--- src/rtl/pa_fpu_wbsched.sv ---
// pa_fpu_wbsched
//   FPU register-file writeback scheduler. Four result sources (fdsu, ex2, ex3,
//   ex4) compete for a single registered writeback slot that is drained by the
//   RTU. Arbitration is fixed priority ex4 > ex3 > ex2 > fdsu. Optionally, an
//   aging counter lifts fdsu to top priority after it has been denied for
//   STARVE_LIMIT consecutive cycles.
//
//   Build option: define FPU_WBSCHED_AGING_EN to enable the fdsu aging counter.
//   Without it, arbitration is pure fixed priority and STARVE_LIMIT is ignored.
//
// Ports
//   forever_cpuclk               in   clock, rising edge
//   cpurst                       in   asynchronous active-high reset
//   <src>_req                    in   writeback request (src = fdsu/ex2/ex3/ex4)
//   <src>_freg/_data/_fflags     in   payload: 5b dest reg, 32b data, 5b flags
//   <src>_grant                  out  combinational same-cycle acceptance
//   rtu_fpu_fgpr_wb_grant        in   RTU consumes the slot this cycle
//   fpu_rtu_fgpr_wb_vld/reg/data out  registered writeback slot
//   fpu_cp0_wb_fflags_updt       out  one-cycle pulse after a slot drains
//   fpu_cp0_wb_fflags            out  fflags of the drained entry (0 otherwise)
module pa_fpu_wbsched #(
  parameter int STARVE_LIMIT = 8
) (
  input  logic        forever_cpuclk,
  input  logic        cpurst,

  input  logic        fdsu_req,
  input  logic [4:0]  fdsu_freg,
  input  logic [31:0] fdsu_data,
  input  logic [4:0]  fdsu_fflags,
  output logic        fdsu_grant,

  input  logic        ex2_req,
  input  logic [4:0]  ex2_freg,
  input  logic [31:0] ex2_data,
  input  logic [4:0]  ex2_fflags,
  output logic        ex2_grant,

  input  logic        ex3_req,
  input  logic [4:0]  ex3_freg,
  input  logic [31:0] ex3_data,
  input  logic [4:0]  ex3_fflags,
  output logic        ex3_grant,

  input  logic        ex4_req,
  input  logic [4:0]  ex4_freg,
  input  logic [31:0] ex4_data,
  input  logic [4:0]  ex4_fflags,
  output logic        ex4_grant,

  input  logic        rtu_fpu_fgpr_wb_grant,
  output logic        fpu_rtu_fgpr_wb_vld,
  output logic [4:0]  fpu_rtu_fgpr_wb_reg,
  output logic [31:0] fpu_rtu_fgpr_wb_data,

  output logic        fpu_cp0_wb_fflags_updt,
  output logic [4:0]  fpu_cp0_wb_fflags
);

  if (STARVE_LIMIT < 1 || STARVE_LIMIT > 15) begin : g_bad_starve_limit
    $error("pa_fpu_wbsched: STARVE_LIMIT must be within 1..15");
  end

  logic        r_slot_vld;
  logic [4:0]  r_slot_reg;
  logic [31:0] r_slot_data;
  logic [4:0]  r_slot_fflags;
  logic        r_ff_updt;
  logic [4:0]  r_ff;

  logic        w_slot_free;
  logic        w_grant_en;
  logic        w_boost;
  logic        w_any_grant;
  logic        w_drain;
  logic [4:0]  w_ld_reg;
  logic [31:0] w_ld_data;
  logic [4:0]  w_ld_fflags;

  // The slot can take a new entry when empty or when RTU empties it this cycle.
  // Grants are also suppressed while reset is held.
  assign w_slot_free = !r_slot_vld || rtu_fpu_fgpr_wb_grant;
  assign w_grant_en  = w_slot_free && !cpurst;
  assign w_drain     = r_slot_vld && rtu_fpu_fgpr_wb_grant;

`ifdef FPU_WBSCHED_AGING_EN
  localparam logic [3:0] LIMIT = 4'(STARVE_LIMIT);

  logic [3:0] r_starve_cnt;

  // Counts consecutive cycles fdsu asked and lost; any break in the request
  // or a win restarts the count.
  always_ff @(posedge forever_cpuclk or posedge cpurst) begin
    if (cpurst) begin
      r_starve_cnt <= 4'd0;
    end else if (fdsu_req && !fdsu_grant) begin
      if (r_starve_cnt != LIMIT) begin
        r_starve_cnt <= r_starve_cnt + 4'd1;
      end
    end else begin
      r_starve_cnt <= 4'd0;
    end
  end

  assign w_boost = (r_starve_cnt == LIMIT);
`else
  assign w_boost = 1'b0;
`endif

  always_comb begin
    fdsu_grant = 1'b0;
    ex2_grant  = 1'b0;
    ex3_grant  = 1'b0;
    ex4_grant  = 1'b0;
    if (w_grant_en) begin
      if (w_boost && fdsu_req) begin
        fdsu_grant = 1'b1;
      end else if (ex4_req) begin
        ex4_grant = 1'b1;
      end else if (ex3_req) begin
        ex3_grant = 1'b1;
      end else if (ex2_req) begin
        ex2_grant = 1'b1;
      end else if (fdsu_req) begin
        fdsu_grant = 1'b1;
      end
    end
  end

  assign w_any_grant = fdsu_grant | ex2_grant | ex3_grant | ex4_grant;

  // Grants are one-hot, so a simple priority mux selects the payload.
  always_comb begin
    w_ld_reg    = 5'd0;
    w_ld_data   = 32'd0;
    w_ld_fflags = 5'd0;
    if (ex4_grant) begin
      w_ld_reg    = ex4_freg;
      w_ld_data   = ex4_data;
      w_ld_fflags = ex4_fflags;
    end else if (ex3_grant) begin
      w_ld_reg    = ex3_freg;
      w_ld_data   = ex3_data;
      w_ld_fflags = ex3_fflags;
    end else if (ex2_grant) begin
      w_ld_reg    = ex2_freg;
      w_ld_data   = ex2_data;
      w_ld_fflags = ex2_fflags;
    end else if (fdsu_grant) begin
      w_ld_reg    = fdsu_freg;
      w_ld_data   = fdsu_data;
      w_ld_fflags = fdsu_fflags;
    end
  end

  // Writeback slot: a new grant overwrites (even while draining, giving one
  // writeback per cycle); a drain with no new grant just invalidates.
  always_ff @(posedge forever_cpuclk or posedge cpurst) begin
    if (cpurst) begin
      r_slot_vld    <= 1'b0;
      r_slot_reg    <= 5'd0;
      r_slot_data   <= 32'd0;
      r_slot_fflags <= 5'd0;
    end else if (w_any_grant) begin
      r_slot_vld    <= 1'b1;
      r_slot_reg    <= w_ld_reg;
      r_slot_data   <= w_ld_data;
      r_slot_fflags <= w_ld_fflags;
    end else if (rtu_fpu_fgpr_wb_grant) begin
      r_slot_vld    <= 1'b0;
    end
  end

  // fflags are committed to CP0 the cycle after the owning entry drains.
  always_ff @(posedge forever_cpuclk or posedge cpurst) begin
    if (cpurst) begin
      r_ff_updt <= 1'b0;
      r_ff      <= 5'd0;
    end else begin
      r_ff_updt <= w_drain;
      r_ff      <= w_drain ? r_slot_fflags : 5'd0;
    end
  end

  assign fpu_rtu_fgpr_wb_vld    = r_slot_vld;
  assign fpu_rtu_fgpr_wb_reg    = r_slot_reg;
  assign fpu_rtu_fgpr_wb_data   = r_slot_data;
  assign fpu_cp0_wb_fflags_updt = r_ff_updt;
  assign fpu_cp0_wb_fflags      = r_ff;

endmodule

--- config.mk ---
export PLATFORM = sky130hd
export DESIGN_NAME = pa_fpu_wbsched
export DESIGN_NICKNAME = d
export VERILOG_FILES = /design/src/rtl/pa_fpu_wbsched.sv
export SDC_FILE = /design/constraint.sdc
export NUM_CORES = 1
export LEC_CHECK = 0
export BUFFER_PORTS_ARGS = -buffer_cell sky130_fd_sc_hd__buf_2
export CAP_MARGIN = 20
export CELL_PAD_IN_SITES_DETAIL_PLACEMENT = 1
export CELL_PAD_IN_SITES_GLOBAL_PLACEMENT = 2
export CORE_AREA = 8 8 129 131
export CTS_BUF_LIST = sky130_fd_sc_hd__clkbuf_4 sky130_fd_sc_hd__clkbuf_8 sky130_fd_sc_hd__clkbuf_16
export DETAILED_ROUTE_END_ITERATION = 8
export DIE_AREA = 0 0 137 139
export PLACE_DENSITY_LB_ADDON = 0.1
export SYNTH_ARGS = -nofsm -noshare
export SYNTH_HDL_FRONTEND = slang
export SYNTH_SLANG_ARGS = --single-unit
--- constraint.sdc ---
create_clock -name forever_cpuclk -period 6.45 [get_ports forever_cpuclk]
set_clock_uncertainty 0.15 [all_clocks]
set_input_delay 1.6125 -clock forever_cpuclk [delete_from_list [all_inputs] [get_ports forever_cpuclk]]
set_output_delay 1.6125 -clock forever_cpuclk [all_outputs]
set_load 0.02 [all_outputs]
# [Yosys cells after proc, flatten, opt, wreduce, memory -nomap -nowiden]
# Index checks and enable logic that the tools add are counted.
[totals] ff_bits=49
[classes] mux=29 bitwise_logic=3 n_reduce_logical=6
[ops] operator="$mux 32" n=4
[ops] operator="$mux 5" n=9
[ops] operator="$mux 1" n=16
[ops] operator="$or 1x1->1" n=3
[ops] operator="$logic_and 1x1->1" n=2
[ops] operator="$logic_not 1->1" n=2
[ops] operator="$reduce_bool 2->1" n=1
[ops] operator="$logic_or 1x1->1" n=1

# [Logic depth before layout (Yosys ltp)]
# Gate-level depths: netlist of the first run.
[depth] word_depth=9 mapped_depth=7 depth_no_buf=3

# [Worst setup path before layout of the first run]
# Ideal clock, no wire load.
[synth_timing] path_kind="in2out" start="input cpurst" end="output ex4_grant" t_arrival_ps=4013 setup_slack_ps=675 path_stages=4 path_buffers=2 path_cell_list="clkbuf_1 inv_2 clkbuf_1 and3_1"
[synth_via] elab_chain_cells=3
[synth_lines] item="from (decl)" line="25" source="input logic cpurst,"
[synth_lines] item="$logic_not 1->1 (no line)"
[synth_lines] item="$logic_and 1x1->1" line="83" source="assign w_grant_en = w_slot_free && !cpurst;"
[synth_lines] item="$mux 1" line="115" source="if (w_grant_en) begin"
[synth_lines] item="to (decl)" line="49" source="output logic ex4_grant,"
# No other way between the ends.

# [Worst setup path after layout of the first run]
[layout_timing] start="input ex4_req" end="output ex3_grant"
[layout_via] elab_chain_cells=2
[layout_lines] item="from (decl)" line="45" source="input logic ex4_req,"
[layout_lines] item="$mux 1" line="118" source="end else if (ex4_req) begin"
[layout_lines] item="$mux 1" line="115"
[layout_lines] item="to (decl)" line="43" source="output logic ex3_grant,"
# No other way between the ends.

==> results of run 1 <==
## final cells by class
type | count | area (sq um) | share of cell area [%]
Sequential cell | 49 | 1230 | 25.4
Clock buffer | 7 | 146 | 3.04
Multi-Input combinational cell | 228 | 1990 | 41.2
Inverter | 1 | 5.00 | 0.104
Timing Repair Buffer | 233 | 1220 | 25.3
Tap cell | 188 | 235 | 4.88
## synth_stat cells (all sizes together)
cell / instances / area share [%]
nand2b: 1 / 0.18
or4: 1 / 0.33
nor2b: 2 / 0.36
a311oi: 42 / 18
a22oi: 42 / 9.1
nor4b: 42 / 11
nor2: 1 / 0.11
clkbuf: 48 / 5.2
nor3b: 1 / 0.36
and2: 1 / 0.18
dfrtp: 49 / 36
a31oi: 42 / 7.6
buf: 9 / 2.6
a21o: 1 / 0.22
and3: 10 / 1.8
inv: 1 / 0.11
nand4: 42 / 7.6
## power by group
| part | switching (W) | internal, W |
|---|---|---|
| logic | 0.000217 | 0.000152 |
| registers | 0.0000291 | 0.000358 |
| clock network | 0.000118 | 0.000157 |
| total | 0.000364 | 0.000667 |
## metrics by stage
step                util [%]  std cells  hold WS (ps)
detailed placement      31.5        698           363
global placement        31.4        697           369
CTS                     32.5        705           378
finish                  32.7        706           371
global route            32.7        706           415
floorplan                  -        335           327
## cell families (layout without fill, tap and decap cells)
kind of cell           Yosys count  in the layout  synth area share, %
AOI/OAI and AO/OA              127            127                 34.9
DFF                             49             49                 35.6
and+or+nand+nor                101            101                 21.6
buffers and inverters           58            241                 7.91
## layer usage
layer	routed length [microns]	share of wire, %	GRT usage [%]
met1	7080	42	22.0
met2	8340	50	28.8
met3	1220	7.3	3.66
met4	140	0.83	2.75
met5	0	0	0
## layout by cell type, fill, tap and decap left out, types with 2 or more instances in the layout
cell type	Yosys	final
sky130_fd_sc_hd__a22oi_1	42	42
sky130_fd_sc_hd__a311oi_1	2	2
sky130_fd_sc_hd__a311oi_2	40	40
sky130_fd_sc_hd__a31oi_1	42	42
sky130_fd_sc_hd__and3_1	10	9
sky130_fd_sc_hd__buf_12	0	2
sky130_fd_sc_hd__buf_2	2	222
sky130_fd_sc_hd__buf_4	0	9
sky130_fd_sc_hd__clkbuf_16	0	5
sky130_fd_sc_hd__dfrtp_1	49	49
sky130_fd_sc_hd__nand4_1	42	42
sky130_fd_sc_hd__nor2b_4	0	2
sky130_fd_sc_hd__nor4b_1	42	42
## critical path, delay by kind of cell
family	cells	cell delay, ps
buf+inv	3	880
simple gates	2	270
## final timing paths
kind	start	endpoint	slack (ps)	cells past startpoint
min	r_slot_fflags[0]$_DFFE_PP0P_	fpu_cp0_wb_fflags[0]$_DFF_PP0_	370	1
max reg2reg	fpu_rtu_fgpr_wb_vld$_DFFE_PP0P_	fpu_rtu_fgpr_wb_data[10]$_DFFE_PP0P_	3720	5
min reg2reg	r_slot_fflags[0]$_DFFE_PP0P_	fpu_cp0_wb_fflags[0]$_DFF_PP0_	370	1
max in group asynchronous	cpurst	r_slot_fflags[2]$_DFFE_PP0P_	3850	3
min in group asynchronous	cpurst	fpu_rtu_fgpr_wb_data[14]$_DFFE_PP0P_	1220	2
max	ex4_req	ex3_grant	1910	5
==> out/qor.json, run 1 <==
{
  "pre_cts_ws": {"value": 1900, "unit": "ps"},
  "critPathCaptureType": {"value": "output pin"},
  "worst_setup_path_start_kind": {"value": "input pin"},
  "clock.fmax": {"value": 220, "unit": "MHz"},
  "synth.avg_cell_area": {"value": 10.3, "unit": "sq um"},
  "total_power": {"value": 0.00103, "unit": "W"},
  "die_area": {"value": 19000, "unit": "sq um"},
  "final_layout_size_suffix_gt1_share": {"value": 55.6, "unit": "%"},
  "setup-violations-final": {"value": 0},
  "synth.ff_latch_count": {"value": 49},
  "io_buffer_count": {"value": 222},
  "worstSetupPathType": {"value": "in2out"},
  "power.leakage": {"value": 1.97, "unit": "nW"},
  "outcome": {"value": "finished clean"},
  "num_rows": {"value": 45},
  "antenna_found_initial": {"value": 0},
  "post-route-worst-setup-slack": {"value": 1910, "unit": "ps"},
  "synth.distinct_cells": {"value": 19},
  "die_width": {"value": 137, "unit": "microns"},
  "core_region_area": {"value": 14800, "unit": "sq um"},
  "nets": {"value": 693},
  "resized_cells_post_cts": {"value": 0},
  "drt-total-wl": {"value": 16.8, "unit": "mm"},
  "num_vias": {"value": 3899},
  "cts_hold_buffers": {"value": 0},
  "path_clk_slew": {"value": 70, "unit": "ps"},
  "syn_area": {"value": 3450, "unit": "sq um"},
  "cts_buffers": {"value": 5},
  "tritoncts": {"value": "built"},
  "cts-htree-levels": {"value": 2},
  "placed_area": {"value": 4650, "unit": "sq um"},
  "critPathMostFrequentCell": {"value": "sky130_fd_sc_hd__buf_2"},
  "final_antenna_net_count": {"value": 0},
  "final_area": {"value": 4820, "unit": "sq um"},
  "route.detailed.vias_per_inst": {"value": 5.52},
  "cts.sinks": {"value": 49},
  "grt_first_pass_wirelength": {"value": 25.5, "unit": "mm"},
  "arrival": {"value": 2770, "unit": "ps"},
  "fin_tns_setup": {"value": 0, "unit": "ps"},
  "timing.slew.headroom": {"value": 41.2, "unit": "%"},
  "max-clock-path-buffers": {"value": 2},
  "drv_slew": {"value": 0},
  "diodes": {"value": 0},
  "floorplan.io_pins": {"value": 223},
  "tightestPinTransition": {"value": 882, "unit": "ps"},
  "mapped_nets": {"value": 510},
  "timing.final.crit_period": {"value": 4540, "unit": "ps"},
  "area_delta_synth_final": {"value": 39.7, "unit": "%"},
  "via_count_of_the_first_global_routing_pass": {"value": 4326},
  "grt_setup_unrepaired": {"value": "no"},
  "detailedRoute.firstPassIterationCount": {"value": 4},
  "netlist_instances": {"value": 335},
  "synth_seq_area_share": {"value": 35.6, "unit": "%"},
  "finalWeightedCongestion": {"value": 0.718},
  "hp-class": {"value": "reg2reg"},
  "wl_per_cell": {"value": 23.8, "unit": "microns"},
  "initial_detailed_routing_violation_count": {"value": 153},
  "cts.repair_timing.setup_buffer_count": {"value": 0},
  "grt_usage": {"value": 17.1, "unit": "%"},
  "timing.critical_path.fanout_max": {"value": 29},
  "powerDensity": {"value": 214, "unit": "nW/um^2"},
  "n_fill_cell": {"value": 1761},
  "clk-insertion-delay-late": {"value": 290, "unit": "ps"},
  "ctsRootBufferMaster": {"value": "sky130_fd_sc_hd__clkbuf_16"},
  "required": {"value": 4690, "unit": "ps"},
  "timing.final.crit_share": {"value": 70.3, "unit": "%"},
  "max_cap_violations": {"value": 0},
  "yosys_warnings": {"value": 0},
  "die_height": {"value": 139, "unit": "microns"},
  "finalHoldViolations": {"value": 0},
  "globalRouteOverflowTotal": {"value": 0},
  "vdd_drop_max": {"value": 0.0854, "unit": "mV"},
  "place.detailed.hpwl": {"value": 11.7, "unit": "mm"},
  "cp_slowest_cell": {"value": "sky130_fd_sc_hd__buf_2"},
  "grt_max_degree": {"value": 82},
  "initial_core_util": {"value": 23.4, "unit": "%"},
  "max_ffs_per_register": {"value": 32},
  "stage_delay_of_the_slowest_cell_on_the_critical_path": {"value": 410, "unit": "ps"},
  "critical_path_cell_by_cell": {"value": "buf_2, buf_4, nor2_4, and3_1, buf_2"},
  "route.detailed.drc": {"value": 0}
}
No activity file was read; power rests on OpenSTA's default activity.
==> run 2: changes to the inputs <==
Clock period 6.45 ns to 4.7 ns, I/O delays scaled along.
==> run 2 against run 1 <==
Against the previous run:
- wire length up 4.0%
- total power rose by 41%
- critical path type unchanged
- first-iteration DRC count up 20%
- worst hold slack about the same
- clock power grew 49%
- final cell count rose by 0.42%
- largest cell class unchanged
- core utilization up 0.36 points
- sequential share of layout area is 0.28 points lower
==> out/qor.json, run 2 (synthesis results as in run 1) <==
{
  "required": {"value": 3380, "unit": "ps"},
  "path_clk_slew": {"value": 70, "unit": "ps"},
  "timing.slew.headroom": {"value": 47.7, "unit": "%"},
  "sink_of_the_worst_hold_path": {"value": "fpu_cp0_wb_fflags[0]$_DFF_PP0_"},
  "grt_first_pass_wirelength": {"value": 26.5, "unit": "mm"},
  "grt_usage": {"value": 17.8, "unit": "%"},
  "max_ffs_per_register": {"value": 32},
  "route.detailed.drc": {"value": 0},
  "finalWeightedCongestion": {"value": 0.701},
  "die_area": {"value": 19000, "unit": "sq um"},
  "via_count_of_the_first_global_routing_pass": {"value": 4446},
  "area_delta_synth_final": {"value": 41.3, "unit": "%"},
  "rr_startpoint": {"value": "fpu_rtu_fgpr_wb_vld$_DFFE_PP0P_"},
  "critPathCaptureType": {"value": "output pin"},
  "timing.hold.worst.start": {"value": "r_slot_fflags[0]$_DFFE_PP0P_"},
  "clock.fmax": {"value": 280, "unit": "MHz"},
  "initial_core_util": {"value": 23.4, "unit": "%"},
  "pre_cts_ws": {"value": 1080, "unit": "ps"},
  "resized_cells_post_cts": {"value": 0},
  "layout_common_cells": {"value": "222 x sky130_fd_sc_hd__buf_2, 49 x sky130_fd_sc_hd__dfrtp_1"},
  "grt_setup_unrepaired": {"value": "no"},
  "timing.final.crit_period": {"value": 3570, "unit": "ps"},
  "cts-htree-levels": {"value": 2},
  "stage_delay_of_the_slowest_cell_on_the_critical_path": {"value": 470, "unit": "ps"},
  "final_antenna_net_count": {"value": 0},
  "critical_path.top_delay_family": {"value": "simple AND/OR/NAND/NOR gates"},
  "io_buffer_count": {"value": 222},
  "num_rows": {"value": 45},
  "route.detailed.vias_per_inst": {"value": 5.54},
  "place.detailed.hpwl": {"value": 11.9, "unit": "mm"},
  "cts.repair_timing.setup_buffer_count": {"value": 0},
  "hp-class": {"value": "reg2reg"},
  "antenna_found_initial": {"value": 3},
  "drt-total-wl": {"value": 17.4, "unit": "mm"},
  "n_fill_cell": {"value": 1758},
  "worst_setup_path_start_kind": {"value": "input pin"},
  "setup-violations-final": {"value": 0},
  "cts_buffers": {"value": 5},
  "floorplan.io_pins": {"value": 223},
  "hold_ws": {"value": 371, "unit": "ps"},
  "setup.reg_to_reg.worst_slack": {"value": 2230, "unit": "ps"},
  "cts.sinks": {"value": 49},
  "max_cap_violations": {"value": 0},
  "outcome": {"value": "finished clean"},
  "power.leakage": {"value": 1.99, "unit": "nW"},
  "globalRouteOverflowTotal": {"value": 0},
  "post-route-worst-setup-slack": {"value": 1130, "unit": "ps"},
  "critPathMostFrequentCell": {"value": "sky130_fd_sc_hd__buf_2"},
  "finalHoldViolations": {"value": 0},
  "worstSetupPathType": {"value": "in2out"},
  "path_buf_inv": {"value": 2},
  "core_region_area": {"value": 14800, "unit": "sq um"},
  "timing.final.crit_share": {"value": 76.0, "unit": "%"},
  "ctsRootBufferMaster": {"value": "sky130_fd_sc_hd__clkbuf_16"},
  "final_layout_size_suffix_gt1_share": {"value": 55.7, "unit": "%"},
  "reg2reg_depth": {"value": 4},
  "nets": {"value": 694},
  "worst_r2r_endpoint": {"value": "fpu_rtu_fgpr_wb_data[0]$_DFFE_PP0P_"},
  "mostFrequentLayoutCell": {"value": "sky130_fd_sc_hd__buf_2"},
  "wl_per_cell": {"value": 24.6, "unit": "microns"},
  "num_vias": {"value": 3931},
  "grt_max_degree": {"value": 93},
  "timing.critical_path.fanout_max": {"value": 44},
  "clk-insertion-delay-late": {"value": 290, "unit": "ps"},
  "fin_tns_setup": {"value": 0, "unit": "ps"},
  "total_power": {"value": 0.00146, "unit": "W"},
  "detailedRoute.firstPassIterationCount": {"value": 4},
  "cp_slowest_cell": {"value": "sky130_fd_sc_hd__nand2b_4"},
  "critical_path_cell_by_cell": {"value": "buf_2, nand2b_4, and3_1, buf_2"},
  "die_width": {"value": 137, "unit": "microns"},
  "vdd_drop_max": {"value": 0.149, "unit": "mV"},
  "powerDensity": {"value": 299, "unit": "nW/um^2"},
  "cts_hold_buffers": {"value": 0},
  "tightestPinTransition": {"value": 784, "unit": "ps"},
  "max-clock-path-buffers": {"value": 2},
  "arrival": {"value": 2250, "unit": "ps"},
  "initial_detailed_routing_violation_count": {"value": 183},
  "drv_slew": {"value": 0},
  "hold_depth": {"value": 1},
  "tritoncts": {"value": "built"},
  "die_height": {"value": 139, "unit": "microns"}
}
==> run 2: cell count changes in the layout (fill, tap and decap cells not counted) <==
cell / previous run / this run
sky130_fd_sc_hd__buf_12: 2 / 1
sky130_fd_sc_hd__buf_16: 0 / 2
sky130_fd_sc_hd__bufinv_16: 0 / 1
sky130_fd_sc_hd__clkbuf_4: 1 / 0
sky130_fd_sc_hd__clkbuf_8: 1 / 0
sky130_fd_sc_hd__clkinv_2: 1 / 2
sky130_fd_sc_hd__diode_2: 0 / 2
==> run 2: final cells by class <==
| class | count | area (sq um) | share of cell area [%] |
|---|---|---|---|
| timing repair buffer | 234 | 1250 | 25.7 |
| antenna | 2 | 5.00 | 0.103 |
| clock inverter | 2 | 35.0 | 0.719 |
| tap | 188 | 235 | 4.83 |
| sequential | 49 | 1230 | 25.2 |
| inverter | 1 | 5.00 | 0.103 |
| multi-input combinational | 228 | 1990 | 40.8 |
| clock buffer | 5 | 125 | 2.57 |
==> run 2: metrics by stage <==
stage               util, %  std cells  area, sq um
global placement       31.5        698         4650
detailed placement     31.7        699         4680
finish                 33.0        709         4870
floorplan                 -        335         3450
global route           33.0        709         4870
CTS                    32.8        706         4840
==> run 2: worst max-delay path by stage <==
stage	endpoint	slack (ps)	cells after the start	start
after floorplan	ex4_grant	700	4	cpurst
after global placement	fpu_rtu_fgpr_wb_data[24]$_DFFE_PP0P_	1110	6	ex3_req
after detailed placement	r_slot_fflags[3]$_DFFE_PP0P_	1080	6	ex3_req
after CTS	ex2_grant	1110	4	rtu_fpu_fgpr_wb_grant
after global routing	ex2_grant	1030	4	rtu_fpu_fgpr_wb_grant
final	ex2_grant	1130	4	rtu_fpu_fgpr_wb_grant
==> run 2: layer usage <==
layer,vias to the layer above,track usage [%],part of all wire (%)
met2,134,30.0,50
met5,-,0,0.052
met1,1980,22.3,42
met3,14,4.24,6.4
met4,2,4.29,1.6
li1,1801,-,-
==> run 2: where the power goes <==
part,switching (W),leakage (nW),total [W],internal [W]
logic,0.000303,1.35,0.000515,0.000212
clock network,0.000163,0.0797,0.000411,0.000248
registers,0.0000395,0.560,0.000530,0.000491
total,0.000506,1.99,0.00146,0.000951
